===== config.mk =====
export PLATFORM = sky130hd
export DESIGN_NAME = serial_pattern_tx
export DESIGN_NICKNAME = d
export VERILOG_FILES = /design/src/rtl/pattern_pkg.sv /design/src/rtl/serial_pattern_tx.sv
export SDC_FILE = /design/constraint.sdc
export NUM_CORES = 1
export LEC_CHECK = 0
export CORE_ASPECT_RATIO = 1.4
export CORE_MARGIN = 4
export CORE_UTILIZATION = 52
export CTS_CLUSTER_DIAMETER = 120
export DETAILED_ROUTE_END_ITERATION = 16
export GPL_TIMING_DRIVEN = 0
export PLACE_DENSITY = 0.76
export SYNTH_ARGS = -nofsm -noshare
export SYNTH_HDL_FRONTEND = slang
export SYNTH_SLANG_ARGS = --single-unit

===== constraint.sdc =====
create_clock -name clock -period 5.95 [get_ports clock]
set_input_delay 1.19 -clock clock [delete_from_list [all_inputs] [get_ports clock]]
set_output_delay 1.19 -clock clock [all_outputs]
set_load 0.01 [all_outputs]

===== src/rtl/pattern_pkg.sv =====
// pattern_pkg: shared FSM encodings, default sizes and named test patterns for serial pattern blocks
package pattern_pkg;
  localparam logic [1:0] ST_IDLE  = 2'd0;
  localparam logic [1:0] ST_SHIFT = 2'd1;
  localparam logic [1:0] ST_GAP   = 2'd2;
  localparam int WIDTH_DEF = 16;
  localparam int LEN_W_DEF = 5;
  localparam logic [2:0] PAT_111 = 3'b111;
  localparam logic [2:0] PAT_001 = 3'b001;
endpackage


===== src/rtl/serial_pattern_tx.sv =====
// serial_pattern_tx: parallel-to-serial pattern transmitter, MSB-first, one bit per clock
//   clock/reset       rising-edge clock, synchronous active-high reset
//   in_valid/in_ready word handshake; in_data[in_len-1:0] is sent, in_len clamped to WIDTH
//   o/o_valid         registered serial bit and its qualifier
//   done              pulse with the last bit (or the cycle after a zero-length accept)
//   busy              high whenever the FSM is not idle
module serial_pattern_tx
  import pattern_pkg::*;
#(
  parameter int WIDTH = WIDTH_DEF,
  parameter int LEN_W = LEN_W_DEF,
  parameter int GAP   = 0
) (
  input  logic             clock,
  input  logic             reset,
  input  logic             in_valid,
  output logic             in_ready,
  input  logic [WIDTH-1:0] in_data,
  input  logic [LEN_W-1:0] in_len,
  output logic             o,
  output logic             o_valid,
  output logic             done,
  output logic             busy
);
  localparam int GW = GAP > 0 ? $clog2(GAP + 1) : 1;
  localparam logic [LEN_W-1:0] W_L = LEN_W'(WIDTH);
  logic [1:0]       state;
  logic [WIDTH-1:0] sh;
  logic [LEN_W-1:0] cnt;
  logic [GW-1:0]    gcnt;
  logic [LEN_W-1:0] len_eff;
  logic [WIDTH-1:0] aligned;
  logic             accept;
  assign in_ready = state == ST_IDLE && !reset;
  assign accept   = in_valid && in_ready;
  assign busy     = state != ST_IDLE;
  always_comb begin
    len_eff = in_len > W_L ? W_L : in_len;
    aligned = in_data << (W_L - len_eff);
  end
  // The first bit goes straight to o on accept; sh keeps the remaining bits MSB-aligned
  // and cnt counts bits still to be shown after the current one.
  always_ff @(posedge clock) begin
    if (reset) begin
      state   <= ST_IDLE;
      sh      <= '0;
      cnt     <= '0;
      gcnt    <= '0;
      o       <= 1'b0;
      o_valid <= 1'b0;
      done    <= 1'b0;
    end else if (state == ST_IDLE) begin
      if (accept) begin
        state   <= ST_SHIFT;
        sh      <= aligned << 1;
        cnt     <= len_eff == '0 ? '0 : len_eff - 1'b1;
        o       <= aligned[WIDTH-1];
        o_valid <= len_eff != '0;
        done    <= len_eff <= LEN_W'(1);
      end
    end else if (state == ST_SHIFT) begin
      if (cnt == '0) begin
        state   <= GAP > 0 ? ST_GAP : ST_IDLE;
        gcnt    <= GW'(GAP - 1);
        o       <= 1'b0;
        o_valid <= 1'b0;
        done    <= 1'b0;
      end else begin
        sh   <= sh << 1;
        o    <= sh[WIDTH-1];
        cnt  <= cnt - 1'b1;
        done <= cnt == LEN_W'(1);
      end
    end else begin
      state <= gcnt == '0 ? ST_IDLE : ST_GAP;
      gcnt  <= gcnt - 1'b1;
    end
  end
endmodule


==> impl_metrics.tcl, run 1 <==
set metrics [dict create \
    htreeDepth 1 \
    synth.distinct_cells 55 \
    finalSetupViolCount 0 \
    rr_worst_depth 9 \
    r2r_start "cnt[0]" \
    holdPathEnd "state[1]" \
    status "completed" \
    r2r_slack_ps 3680 \
    grt_overflow 0 \
    layout-drive-gt1-share_pct 10.7 \
    drc_errors 0 \
    multi_input_area_sq_um 1440 \
    cts_made_buffers 3 \
    syn_area_sq_um 2130 \
    track_usage_pct 21.9 \
    synth_xor_area_share_pct 0.763 \
    synth_flop_cell "dfxtp_1" \
    grt_antenna_before_repair 0 \
    hold_viol 0 \
    slew_violations 0 \
    dp.cells 329 \
    end_kind "output pin" \
    hp-class "flop to flop" \
    start_kind "input port" \
    insertion_delay_ps 270 \
    min_from "gcnt" \
    netlist_instances 258 \
    synth_compound_area_share_pct 22.3 \
    grt_pass1_wl_um 9700 \
    core_area_sq_um 3950 \
    synth_top_cell_area_share_pct 24.4 \
    max_freq_ghz 0.245 \
    rsz0062_at_grt "false" \
    drt_pass1_iterations 4 \
    yosysSeqAreaShare_pct 24.4 \
    place_congestion 0.939 \
    ir_drop_uv 233 \
    clockBufferDepth 2 \
    cp.arrival_ps 2900 \
    critPathLaunch "reset" \
    cp_common_cell "clkdlybuf4s50_1" \
    utilization_pct 63.8 \
    ys_async_sr_fraction_pct 0 \
    crit_chain "clkdlybuf4s50_1 -> buf_6 -> clkbuf_1 -> nor2_1 -> clkdlybuf4s50_1" \
    whs_path_depth 2 \
    fill_cells 341 \
    layout_common_cells "36 x nor2_1, 28 x mux2i_1, 28 x clkdlybuf4s50_1" \
    rows 27 \
    synth_fa_ha_area_share_pct 4.11 \
    max_slew_margin_pct 64.7 \
    synth_area_leader_cell "dfxtp_1" \
    die_y_um 83.8 \
    clock_sinks 26 \
    synth_nets 289 \
    synth_edf_count 0 \
    required_ps 4760 \
    ys_ff_latch 26 \
    power.density_nw_per_um2 214 \
    drv_cap 0 \
    vias 2114 \
    ios 29 \
    layoutNonFillerInstCount 333 \
    wl_per_cell_um 16.8 \
    r2r-end "sh[12]" \
    fin_crit_sh_pct 68.7 \
    drt-total-wl_um 5610 \
    routed_via_density 6.35 \
    grt_pass1_vias 2070 \
    finalCriticalPeriod_ps 4090 \
    mostFrequentLayoutCell "nor2_1" \
    totalPowerFinal_w 0.000539 \
    dp_hpwl_um 4390 \
    root_buffer "clkbuf_8" \
    start_util_pct 53.9 \
    ys_warn_count 0 \
    layout.area.seq_sq_um 520 \
    crit_path_max_fanout 10 \
    drtIter0Drc 120 \
    post_cts_resized 0 \
    clk_pin_slew_ps 90 \
    ant_nets 0 \
    synth_top_family_by_area "compound AO/OA/AOI/OAI gates" \
    die_w_um 62.1 \
    p_leak_nw 0.978 \
    muxShareOfSynthArea_pct 19.7 \
    dieArea_sq_um 5200 \
    path_class "input port to output pin" \
    fin_tns_setup_ps 0 \
    fin_skew_ps 2.35 \
    yosys.area_share.simple_pct 20.5 \
    grt_max_degree 15 \
    cpMaxStageDelayCell "clkdlybuf4s50_1" \
    slowest_delay_ps 520 \
    cts_setup_buffers 0 \
    port-buffer-count 28 \
    holdBufCountCts 0 \
    worst_pin_slew_ps 530 \
    syn_area_per_cell_sq_um 8.26 \
    syn2layout_area_growth_pct 18.3 \
    synth_area_leaders "dfxtp_1 24%, mux2i_1 13%, nor2_1 6.3%" \
    fin_nets 322 \
    cts_tree "built" \
    diodes 0 \
]
==> synth_stat cells (all sizes together), types with 6 or more instances <==
| cell type | count |
|---|---|
| o21ai | 9 |
| buf | 10 |
| nor2 | 36 |
| ha | 7 |
| clkbuf | 9 |
| nand2 | 21 |
| a21oi | 14 |
| a211oi | 10 |
| nor3 | 17 |
| mux2i | 28 |
| dfxtp | 26 |
| nand3 | 6 |
| inv | 9 |
==> worst max-delay path by stage <==
stage | depth (start not counted) | slack, ps | endpoint
after floorplan | 10 | 2700 | sh[9]
after global placement | 12 | 1800 | sh[9]
after detailed placement | 12 | 1810 | sh[13]
after CTS | 5 | 1850 | in_ready
after global routing | 5 | 1790 | in_ready
final | 5 | 1860 | in_ready
==> cells by family after synthesis <==
| logic type | count (synthesis) |
|---|---|
| mux | 35 |
| xor+xnor | 1 |
| buf+inv | 29 |
| simple gates | 94 |
| fa+ha+maj | 7 |
| flops | 26 |
| compound gates | 66 |
==> worst max-delay path, delay by kind of cell <==
family	cells	cell delay, ps
buf+inv	4	1600
simple gates	1	100
==> metal layers <==
metal	vias to the layer above	GRT usage, %	routed length (um)
li1	1022	-	-
met1	1016	25.9	2340
met2	68	39.6	2980
met3	8	1.62	226
met4	0	9.07	59
met5	-	0	0
==> metrics by stage <==
step	hold WS, ps	cell area [sq um]	setup slack [ps]
detailed placement	443	2470	1810
global placement	440	2470	1800
finish	456	2520	1860
CTS	457	2520	1850
floorplan	424	2130	2700
global route	477	2520	1790
==> sequential cells by signal, indices dropped and copies added (netlist names) <==
signal   count
sh          15
o_valid      1
cnt          5
state        2
gcnt         1
done         1
o            1
==> report_power, final <==
group	switching [W]	internal [W]
Combinational	0.000123	0.0000999
Sequential	0.0000114	0.000192
Clock	0.0000548	0.0000591
==> area by class of cell <==
cell class / instances / share of cell area, %
well taps: 43 / 2.13
clock buffers: 4 / 2.18
repair buffers: 28 / 11.1
inverters: 10 / 1.49
plain buffers: 19 / 5.51
multi-input cells: 203 / 56.9
flip-flops and latches: 26 / 20.6
(Power assumes the default switching activity.)
==> run 2, diff against run 1 <==
- clock period: 5.95 -> 4.2 ns (I/O delays scaled with it)
==> results of run 2 <==
Same layout as run 1 (identical final DEF). Status: completed.
Among the figures that moved: setup slack after placement 1810 ps -> 408 ps; setup slack after layout 1860 ps -> 640 ps; start point of the critical path reset -> in_len[4]; end point of the critical path in_ready -> sh[13]; register-to-register setup slack 3680 ps -> 1930 ps; total power 0.000539 W -> 0.000764 W; worst IR drop on VDD 233 uV -> 331 uV
